$ cat src/rtl/lock_confidence_monitor.sv
// Lock confidence monitor: hysteretic UNLOCKED/ACQUIRING/LOCKED/LOSING tracker with dwell counting.
// Optional lock-loss statistic enabled by defining LOCK_MONITOR_STATS_EN.
package common_p;
  typedef struct packed {
    logic clk;
    logic rst;
  } clk_dom_s;
endpackage

module lock_confidence_monitor #(
  parameter int unsigned BIT_WIDTH   = 8,
  parameter int unsigned DWELL_WIDTH = 8,
  parameter int unsigned STAT_WIDTH  = 16
) (
  input  common_p::clk_dom_s       sys_dom_i,
  input  logic [BIT_WIDTH-1:0]     count_i,
  input  logic                     count_valid_i,
  input  logic [BIT_WIDTH-1:0]     lock_threshold_i,
  input  logic [BIT_WIDTH-1:0]     unlock_threshold_i,
  input  logic [DWELL_WIDTH-1:0]   lock_dwell_i,
  input  logic [DWELL_WIDTH-1:0]   unlock_dwell_i,
  input  logic                     force_unlock_i,
  output logic                     locked_o,
  output logic                     lock_event_o,
  output logic                     unlock_event_o,
  output logic [1:0]               state_o,
  output logic [STAT_WIDTH-1:0]    lock_loss_count_o
);

  localparam logic [1:0] ST_UNLOCKED  = 2'd0;
  localparam logic [1:0] ST_ACQUIRING = 2'd1;
  localparam logic [1:0] ST_LOCKED    = 2'd2;
  localparam logic [1:0] ST_LOSING    = 2'd3;

  logic                   clk;
  logic                   rst;
  logic [1:0]             state_q, state_d;
  logic [DWELL_WIDTH-1:0] dwell_q, dwell_d;
  logic [DWELL_WIDTH-1:0] dwell_inc;
  logic                   lock_ev_q, lock_ev_d;
  logic                   unlock_ev_q, unlock_ev_d;
  logic                   locked_q;
  logic                   acq_qual;
  logic                   loss_qual;

  assign clk = sys_dom_i.clk;
  assign rst = sys_dom_i.rst;

  assign acq_qual  = count_valid_i && (count_i >= lock_threshold_i);
  assign loss_qual = count_valid_i && (count_i < unlock_threshold_i);
  assign dwell_inc = (dwell_q == '1) ? dwell_q : dwell_q + 1'b1;

  always_comb begin
    state_d     = state_q;
    dwell_d     = dwell_q;
    lock_ev_d   = 1'b0;
    unlock_ev_d = 1'b0;
    if (force_unlock_i) begin
      state_d     = ST_UNLOCKED;
      dwell_d     = '0;
      unlock_ev_d = (state_q == ST_LOCKED) || (state_q == ST_LOSING);
    end else if (count_valid_i) begin
      unique case (state_q)
        ST_UNLOCKED: begin
          if (acq_qual) begin
            if (lock_dwell_i <= DWELL_WIDTH'(1)) begin
              state_d   = ST_LOCKED;
              dwell_d   = '0;
              lock_ev_d = 1'b1;
            end else begin
              state_d = ST_ACQUIRING;
              dwell_d = DWELL_WIDTH'(1);
            end
          end
        end
        ST_ACQUIRING: begin
          if (acq_qual) begin
            if (dwell_inc >= lock_dwell_i) begin
              state_d   = ST_LOCKED;
              dwell_d   = '0;
              lock_ev_d = 1'b1;
            end else begin
              dwell_d = dwell_inc;
            end
          end else begin
            state_d = ST_UNLOCKED;
            dwell_d = '0;
          end
        end
        ST_LOCKED: begin
          if (loss_qual) begin
            if (unlock_dwell_i <= DWELL_WIDTH'(1)) begin
              state_d     = ST_UNLOCKED;
              dwell_d     = '0;
              unlock_ev_d = 1'b1;
            end else begin
              state_d = ST_LOSING;
              dwell_d = DWELL_WIDTH'(1);
            end
          end
        end
        default: begin
          if (loss_qual) begin
            if (dwell_inc >= unlock_dwell_i) begin
              state_d     = ST_UNLOCKED;
              dwell_d     = '0;
              unlock_ev_d = 1'b1;
            end else begin
              dwell_d = dwell_inc;
            end
          end else begin
            state_d = ST_LOCKED;
            dwell_d = '0;
          end
        end
      endcase
    end
  end

  always_ff @(posedge clk) begin
    if (rst) begin
      state_q     <= ST_UNLOCKED;
      dwell_q     <= '0;
      lock_ev_q   <= 1'b0;
      unlock_ev_q <= 1'b0;
      locked_q    <= 1'b0;
    end else begin
      state_q     <= state_d;
      dwell_q     <= dwell_d;
      lock_ev_q   <= lock_ev_d;
      unlock_ev_q <= unlock_ev_d;
      locked_q    <= state_d[1];
    end
  end

  assign state_o        = state_q;
  assign locked_o       = locked_q;
  assign lock_event_o   = lock_ev_q;
  assign unlock_event_o = unlock_ev_q;

`ifdef LOCK_MONITOR_STATS_EN
  logic [STAT_WIDTH-1:0] stat_q;

  // Counted off the next-cycle event so the statistic steps in the same cycle as the pulse.
  always_ff @(posedge clk) begin
    if (rst) begin
      stat_q <= '0;
    end else if (unlock_ev_d && (stat_q != '1)) begin
      stat_q <= stat_q + 1'b1;
    end
  end

  assign lock_loss_count_o = stat_q;
`else
  assign lock_loss_count_o = '0;
`endif

endmodule

$ cat config.mk
export PLATFORM = sky130hd
export DESIGN_NAME = lock_confidence_monitor
export DESIGN_NICKNAME = d
export VERILOG_FILES = /design/src/rtl/lock_confidence_monitor.sv
export SDC_FILE = /design/constraint.sdc
export NUM_CORES = 1
export LEC_CHECK = 0
export ABC_AREA = 1
export BUFFER_PORTS_ARGS = -buffer_cell sky130_fd_sc_hd__buf_2
export CORE_MARGIN = 2
export CORE_UTILIZATION = 35
export CTS_BUF_LIST = sky130_fd_sc_hd__clkbuf_4 sky130_fd_sc_hd__clkbuf_8
export CTS_CLUSTER_SIZE = 12
export DETAILED_ROUTE_END_ITERATION = 7
export GPL_TIMING_DRIVEN = 0
export PLACE_DENSITY = 0.69
export SLEW_MARGIN = 5
export SYNTH_ARGS = -nofsm -noshare
export SYNTH_HDL_FRONTEND = slang
export SYNTH_SLANG_ARGS = --single-unit
$ cat constraint.sdc
create_clock -name sys_dom_i -period 2.9 [get_ports sys_dom_i]
set_input_delay 0.58 -clock sys_dom_i [delete_from_list [all_inputs] [get_ports sys_dom_i]]
set_output_delay 0.58 -clock sys_dom_i [all_outputs]
set_load 0.03 [all_outputs]
* After elaboration in Yosys (flattened, before gate mapping)
Cells that the tools add are included.
** Word-level totals
- Input port bits :: 44
- Register bits after elaboration :: 12
** Operators by class
- Bitwise gates (word level) :: 1
- Mux-type cells :: 31
- Reductions and logical operators :: 9
- Add/sub/neg operators :: 1
- Eq/ne operators :: 8
- $lt $le $gt $ge :: 6
** Operators with widths (number)
- 2-to-1 mux 8 bit :: 7
- greater-or-equal comparator 8 bit :: 3
- one-hot mux 8 bit (3 select lines) :: 1
- <= comparator 8 x 1 -> 1 bit (second input constant) :: 2
- 2-to-1 mux 2 bit :: 8
- 2-to-1 mux 1 bit :: 12
- adder 8 x 1 -> 8 bit (second input constant) :: 1
- == test 8 bit (second input constant) :: 1
- less-than comparator 8 bit :: 1
- one-hot mux 2 bit (3 select lines) :: 1
- != test 5 x 1 -> 1 bit (second input constant) :: 1
- AND reduction 5 bit :: 1
- == test 2 bit (second input constant) :: 2
- != test 2 bit (second input constant) :: 2
- one-hot mux 1 bit (2 select lines) :: 2
- OR reduction 2 bit :: 2
- != test 3 bit (second input constant) :: 1
- AND reduction 3 bit :: 1
- OR reduction 3 bit :: 1
- == test 2 x 1 -> 1 bit (second input constant) :: 1
- logical AND 1 bit :: 2
- zero test 2 bit :: 1
- logical OR 1 bit :: 1
- NOT 1 bit :: 1

* Depth between registers and ports, before layout
Gate-level depths: netlist of the first run.
- Depth in word-level cells :: 8
- Mapped depth :: 21
- Gate-level depth less buffers :: 21

* Worst setup path after synthesis of the first run
OpenSTA, ideal clock, no wires.
- Kind :: reg2reg
- Start point :: reg dwell_q[0]
- End point :: reg state_q[1], in the netlist state_o[1]
- Cell stages (with the launch flop) :: 18
- Library setup time :: 0.114 ns
- Required time :: 2.786 ns
- Data arrival time :: 2.453 ns
- Slack :: 0.333 ns
- Cell sequence :: dfxtp_1 > ha_1 > nand2_1 > nor3_2 > nand2_2 > nor2_8 > inv_4 > o21ai_2 > inv_2 > ha_1 > a21oi_1 > o21ai_0 > nand2_1 > nand3_1 > o21ai_4 > nor2_1 > nor2_1 > nor2_1
** On the way
- Cells in the longest elaborated chain, start to end :: 5
- Elaborated cells between the ends (all ways) :: 8
- Those cells by class :: 1 x add/sub; 2 x order compare; 3 x eq/ne; 1 x mux; 1 x reduce/logical
** Ends and longest elaborated chain
- start, declared :: RTL line 38 : logic [DWELL_WIDTH-1:0] dwell_q, dwell_d;
- start signal, assigned :: RTL line 129 : dwell_q <= dwell_d;
- adder 8 x 1 -> 8 bit or == test 8 bit (tied branches) :: RTL line 51 : assign dwell_inc = (dwell_q == '1) ? dwell_q : dwell_q + 1'b1;
- 2-to-1 mux 8 bit * :: RTL line 51
- greater-or-equal comparator 8 bit (on tied branches) :: RTL line 104, 78
- != test 5 x 1 -> 1 bit (no line) or != test 3 bit (tied branches)
- AND reduction 5 bit (no line) *
- end signal, assigned :: RTL line 128 : state_q <= state_d;
- end, declared :: RTL line 37 : logic [1:0] state_q, state_d;
Every way passes the cells marked *; elsewhere a longest branch is shown, timed or not.
A chain may end at the register's enable or synchronous reset.

* Worst setup path after layout of the first run
- Start point :: reg dwell_q[0]
- End point :: reg dwell_q[3]
** On the way
- Cells in the longest elaborated chain, start to end :: 6
- Elaborated cells between the ends (all ways) :: 10
- Those cells by class :: 1 x add/sub; 2 x order compare; 1 x eq/ne; 6 x mux
** Ends and longest elaborated chain
- adder 8 x 1 -> 8 bit or == test 8 bit (tied branches) :: RTL line 51
- 2-to-1 mux 8 bit * :: RTL line 51
- greater-or-equal comparator 8 bit (on tied branches) :: RTL line 104, 78
- 2-to-1 mux 8 bit (on tied branches) :: RTL line 104, 78
- 2-to-1 mux 8 bit (on tied branches) :: RTL line 103, 77
- one-hot mux 8 bit (3 select lines) * :: RTL line 63 : unique case (state_q)
Marks and branches as above.

==> metrics.md, run 1 <==
| Metric | Value |
|---|---|
| Final Hold Viols | `0` |
| Final std cells w/o fill | `433` |
| Max FO, Critical Path | `6` |
| Commonest cells in the synthesized netlist | `56 x inv_1, 55 x nand2_1, 32 x ha_1` |
| Die area | `roughly 5700 sq um` |
| Post-DP HPWL | `between 3000 and 4000 um` |
| Synth top area cells | `ha_1 22%, dfxtp_1 13%, inv_1 12%, nand2_1 11%, buf_4 7.1%` |
| Initial antenna violation count | `0` |
| R2r endpoint | `dwell_q[3]$_SDFFE_PP0P_` |
| Status | `finished, final reports clean` |
| WHS Path Cells | `4` |
| Setup Skew | `2.637 ps` |
| Total routed wirelength | `4236 um` |
| Yosys top cell area share | `22.25%` |
| Leakage | `approximately 1.5 nW` |
| RSZ-0062 raised after global routing | `no` |
| Max Freq | `0.3699 GHz` |
| EDFF count, synth | `0` |
| # fillers | `approximately 540` |
| R2r worst-path depth | `17` |
| Final slew viol count | `0` |
| Hold_ws | `149.7 ps` |
| Starting Density | `between 30% and 40%` |
| Vias | `roughly 1900` |
| Predominant post-synthesis flop cell | `dfxtp_1` |
| Worst min-delay path endpoint | `unlock_event_o$_SDFF_PP0_` |
| ANT cells | `0` |
| Critical path capture point type | `flop` |
| CTS clk-pin slew, worst paths | `50 ps` |
| Max-Cap Viols | `0` |
| DRC | `0` |
| Buffers on Ports | `47` |
| Setup WS pre-CTS | `-0.6908 ps` |
| Vias in the first global route | `approximately 1900` |
| Area leader, netlist | `ha_1` |
| Worst Setup SP | `dwell_q[0]$_SDFFE_PP0P_` |
| Area Overhead vs Synth | `34.14%` |
| Post-layout min period | `approximately 2700 ps` |
| First-pass GRT wire length | `roughly 7200 um` |
| Fin crit share | `93.23%` |
| VDD IR max | `around 0.21 mV` |
| Worst Path Required | `around 3000 ps` |
| Synth warn | `0` |
| GRT Total Usage | `16.49%` |
| Setup Viol. Count Final | `0` |
| Async S/R FF share, synth | `0%` |
| Clk_lat worst skew | `approximately 240 ps` |
| IO Count | `65` |
| Avg Cell Area, Syn | `approximately 6.4 sq um` |
| Post-synthesis sequential area ratio | `13.35%` |
| Layout cells sized above 1 | `between 20% and 30%` |
| Cts-stage hold buffer count | `0` |
| Seq. cell area | `242.7 sq um` |
| Startpoint Class | `flop` |
| Post-DR wirelength/cell | `approximately 9.8 um` |
| Final net count | `between 400 and 500` |
| Synth Register Bits | `12` |
| Setup WS post-layout | `196.4 ps` |
| Footprint of the multi-input gates | `between 1000 and 1500 sq um` |
| GR Overflow Total | `0` |
| Power Density | `549.8 nW/um^2` |
| Reg2reg setup slack | `roughly 200 ps` |
| Height of the die | `roughly 76 um` |
| Critical path class | `flop to flop` |
| HP Start | `sys_dom_i[0]` |
| Post-layout instance area | `2414 sq um` |
| Dpl cell area | `roughly 2200 sq um` |
| Initial drt markers | `100` |
| Final core occ | `between 40% and 50%` |
| Launching point of the worst reg2reg path | `dwell_q[0]$_SDFFE_PP0P_` |
| Worst min-delay path class | `clock port to flop` |
| Die width | `around 76 um` |
| Largest net degree at the start of global routing | `11` |
| Num rows | `26` |
| DP Cell Count | `about 410` |
| Critical Path AT | `about 2900 ps` |
| GPL Wtd Cong | `between 0.8 and 0.9` |
| Synthesized cell area | `1799 sq um` |
| DRT antenna net count | `0` |
| Core box area | `between 5000 and 6000 sq um` |
| DR pass1 iterations | `4` |
| Most frequent cell after synthesis | `inv_1` |
| CTS tree | `built` |
| Post-DR vias/cell | `4.337` |
| Post-synth cell types | `31` |
| Synth Instances | `282` |
-- worst max path at each step --
stage,slack [ps],end
floorplan,330,state_o[1]$_SDFFE_PP0P_
global placement,1,state_o[1]$_SDFFE_PP0P_
detailed placement,-0.7,state_o[1]$_SDFFE_PP0P_
CTS,20,dwell_q[3]$_SDFFE_PP0P_
global route,3,dwell_q[3]$_SDFFE_PP0P_
finish,200,dwell_q[3]$_SDFFE_PP0P_
-- report_power, final --
group | switching (W) | total, W | internal [W] | leakage (nW)
Sequential | 0.0000529 | 0.000258 | 0.000205 | 0.0984
Clock | 0.000164 | 0.000500 | 0.000336 | 0.149
Combinational | 0.000348 | 0.000569 | 0.000221 | 1.24
Total | 0.000565 | 0.00133 | 0.000762 | 1.49
-- state kept, by name, indices dropped and copies added, names as in the netlist --
name / flops
dwell_q: 8
state_o: 2
unlock_event_o: 1
lock_event_o: 1
-- timing repair --
action | 4_1_cts | 5_1_grt
endpoints found under the setup margin | 5 | 21
resized for setup | 0 | 4
pin swaps | 1 | 1
hold endpoints to repair | 0 | 0
setup buffers | 2 | 1
-- metal layers --
layer	wire [um]	track usage (%)
met5	0	0.9259
met4	48	9.942
met3	335	7.540
met2	1940	26.47
met1	1912	17.67
-- per-stage QoR --
stage	setup TNS [ps]	power, W
floorplan	0	0.0007284
global placement	0	0.0008515
detailed placement	-0.6908	0.0008609
CTS	0	0.001330
global route	0	0.001457
finish	0	0.001327
-- worst max-delay path, cell delays in order, from the launching register on --
cell,delay [ps]
dfxtp_2,400
ha_4,180
nand2_1,70
nor3_2,150
nand2_2,120
nor2_8,170
inv_4,60
o21ai_2,120
inv_2,70
ha_1,290
a21oi_1,140
o21ai_0,90
nand2_1,70
nand3_1,160
o21ai_4,230
buf_4,170
a21oi_1,60
nor2_1,90
-- final cells by class --
| type | instances | share of cell area [%] |
|---|---|---|
| multi-input combinational | 206 | 52.41 |
| timing repair buffer | 50 | 10.68 |
| sequential | 12 | 10.06 |
| inverter | 60 | 9.435 |
| clock buffer | 15 | 8.035 |
| buffer | 17 | 5.288 |
| tap | 70 | 3.629 |
| clock inverter | 3 | 0.4666 |
-- logic make-up after synthesis --
| kind of cell | after synthesis | synth area share (%) |
|---|---|---|
| buffers and inverters | 79 | 20.17 |
| XOR/XNOR | 3 | 1.878 |
| AO/OA/AOI/OAI | 41 | 13.56 |
| adder cells (fa/ha/maj) | 32 | 22.25 |
| flip-flops | 12 | 13.35 |
| AND/OR/NAND/NOR | 114 | 28.58 |
| other | 1 | 0.2084 |
-- placed cells by master (no fill, tap or decap), types with 6 or more instances in the layout --
cell type / instances
nand4_1: 6
conb_1: 16
inv_1: 57
a21oi_1: 19
nand2_1: 55
nand3_1: 11
buf_4: 20
ha_1: 31
nor2_1: 29
dfxtp_1: 10
buf_2: 47
o21ai_0: 12
clkbuf_8: 13
(Power assumes the default switching activity.)
==> run 2: changes to the inputs <==
CAP_MARGIN = 15   (was default)
CORE_ASPECT_RATIO = 1.2   (was default)
CORE_UTILIZATION = 52   (was 35)
PLACE_DENSITY = 0.92   (was 0.69)
==> metrics.md, run 2 (synthesis gave the netlist of run 1 again) <==
| Metric | Value |
|---|---|
| Power Total | `0.001466 W (was 0.001327 W)` |
| Cts-stage hold buffer count | `0 (unchanged)` |
| Most flop-heavy register | `dwell_q (unchanged)` |
| Clk_lat worst skew | `240 ps (about the same)` |
| Max-Cap Viols | `0 (unchanged)` |
| First-pass GRT wire length | `7065 um (was 7217 um)` |
| Worst Setup SP | `dwell_q[0]$_SDFFE_PP0P_ (unchanged)` |
| Initial antenna violation count | `0 (unchanged)` |
| Die width | `57.70 um (was 75.70 um)` |
| Critical path class | `flop to flop (unchanged)` |
| Vias in the first global route | `1969 (was 1925)` |
| Core box area | `3338 sq um (was 5042 sq um)` |
| Num rows | `23 (was 26)` |
| GRT Total Usage | `23.28% (was 16.49%)` |
| Height of the die | `68.44 um (was 75.70 um)` |
| Starting Density | `53.90% (was 35.68%)` |
| Largest net degree at the start of global routing | `11 (unchanged)` |
| Fin crit share | `96.34% (was 93.23%)` |
| Power Density | `589.8 nW/um^2 (was 549.8 nW/um^2)` |
| CTS clk-pin slew, worst paths | `50 ps (about the same)` |
| Final slew viol count | `0 (unchanged)` |
| Setup Skew | `2.237 ps (was 2.637 ps)` |
| DR pass1 iterations | `4 (unchanged)` |
| Worst min-delay path class | `clock port to flop (unchanged)` |
| Post-DP HPWL | `3331 um (was 3361 um)` |
| Startpoint Class | `flop (unchanged)` |
| Dpl cell area | `2137 sq um (was 2178 sq um)` |
| Post-DR vias/cell | `4.948 (was 4.337)` |
| GR Overflow Total | `0 (unchanged)` |
| Most frequent cells in the layout | `57 x inv_1, 55 x nand2_1, 47 x buf_2 (unchanged)` |
| Layout cells sized above 1 | `31.52% (was 28.93%)` |
| VDD IR max | `0.6158 mV (was 0.2059 mV)` |
| Initial drt markers | `100 (unchanged)` |
| IO Count | `65 (unchanged)` |
| Leakage | `1.524 nW (was 1.485 nW)` |
| Setup Viol. Count Final | `0 (unchanged)` |
| Final net count | `443 (was 439)` |
| Final Hold Viols | `0 (unchanged)` |
| Critical Path AT | `2980 ps (was 2880 ps)` |
| Total routed wirelength | `4724 um (was 4236 um)` |
| CTS tree | `built (unchanged)` |
| Vias | `2004 (was 1878)` |
| Die area | `3948 sq um (was 5730 sq um)` |
| DRC | `0 (unchanged)` |
| Status | `finished, final reports clean (unchanged)` |
| Max FO, Critical Path | `6 (unchanged)` |
| HP Start | `sys_dom_i[0] (unchanged)` |
| Post-layout instance area | `2485 sq um (was 2414 sq um)` |
| Most common cell after layout, fill and taps aside | `inv_1 (unchanged)` |
| ANT cells | `0 (unchanged)` |
| Largest register FFs | `8 (unchanged)` |
| Post-layout min period | `2794 ps (was 2704 ps)` |
| Launching point of the worst reg2reg path | `dwell_q[0]$_SDFFE_PP0P_ (unchanged)` |
| Critical path capture point type | `flop (unchanged)` |
| Max Freq | `0.3579 GHz (was 0.3699 GHz)` |
| Worst Path Required | `3080 ps (was 3070 ps)` |
| DRT antenna net count | `0 (unchanged)` |
| Area Overhead vs Synth | `38.11% (was 34.14%)` |
| Post-DR wirelength/cell | `11.66 um (was 9.783 um)` |
| Buffers on Ports | `47 (unchanged)` |
| GPL Wtd Cong | `0.9185 (was 0.8341)` |
==> run 2: cell types whose count changed in the layout (fill, tap and decap cells not counted), moves of 2 or more <==
cell and delta:
buf_4 +3, nand3_2 +2, dfxtp_2 -2, ha_4 +2
ha_1 -2, nand3_1 -2, dfxtp_4 +2
==> run 2: what timing repair did <==
item	4_1_cts	5_1_grt
gates resized for setup	2	12
buffers inserted	1	6
setup endpoints to repair	19	21
pin swaps	1	7
==> run 2: cell type report <==
| type | count | area [sq um] |
|---|---|---|
| multi-input cells | 206 | 1316 |
| fillers | 250 | 853.3 |
| repair buffers | 54 | 300.3 |
| flip-flops and latches | 12 | 247.7 |
| inverters | 60 | 227.7 |
| clock buffers | 16 | 207.7 |
| plain buffers | 17 | 127.6 |
| well taps | 37 | 46.29 |
| clock inverters | 3 | 11.26 |
==> run 2: metal layers <==
layer,GRT usage [%],part of all wire (%),vias to the layer above,wire [um]
met2,40.48,53,94,2482
li1,-,-,1032,-
met5,0,0,-,0
met1,20.61,37,857,1758
met3,11.34,7.1,21,337
met4,18.02,3.1,0,145
==> run 2: final timing paths <==
path / end / slack [ps] / depth (start not counted)
worst max-delay path: state_o[1]$_SDFFE_PP0P_ / 110 / 18
worst min-delay path: unlock_event_o$_SDFF_PP0_ / 150 / 4
worst max register to register: state_o[1]$_SDFFE_PP0P_ / 110 / 18
worst min register to register: dwell_q[0]$_SDFFE_PP0P_ / 580 / 2
==> run 2: critical path: stages, from the launching register on <==
cell	delay (ps)
dfxtp_4	370
ha_4	160
nand2_1	90
nor3_2	220
nand2_2	130
nor2_8	190
inv_4	60
nand2_1	130
ha_1	270
a21oi_1	200
o21ai_1	140
nand2_1	100
nand3_2	110
buf_4	160
nor2_1	110
nor2_1	60
nand3_1	70
nand2_1	70
nor2_1	80
==> run 2: where the power goes <==
| part | switching [W] | total [W] | internal (W) |
|---|---|---|---|
| registers | 0.0000524 | 0.000260 | 0.000207 |
| logic | 0.000397 | 0.000667 | 0.000270 |
| clock network | 0.000175 | 0.000539 | 0.000365 |
==> run 2: per-stage QoR <==
step | util [%] | hold WS (ps) | cells | worst slack, ps | TNS (ps)
final | 74.44 | 150.0 | 405 | 106.0 | 0
after global placement | 64.02 | 157.8 | 381 | 60.24 | 0
after detailed placement | 64.02 | 157.8 | 381 | -73.25 | -102.0
after CTS | 71.06 | 159.5 | 399 | 22.81 | 0
after global routing | 74.44 | 173.7 | 405 | -26.20 | -26.40
after floorplan | - | 157.8 | 297 | 333.4 | 0
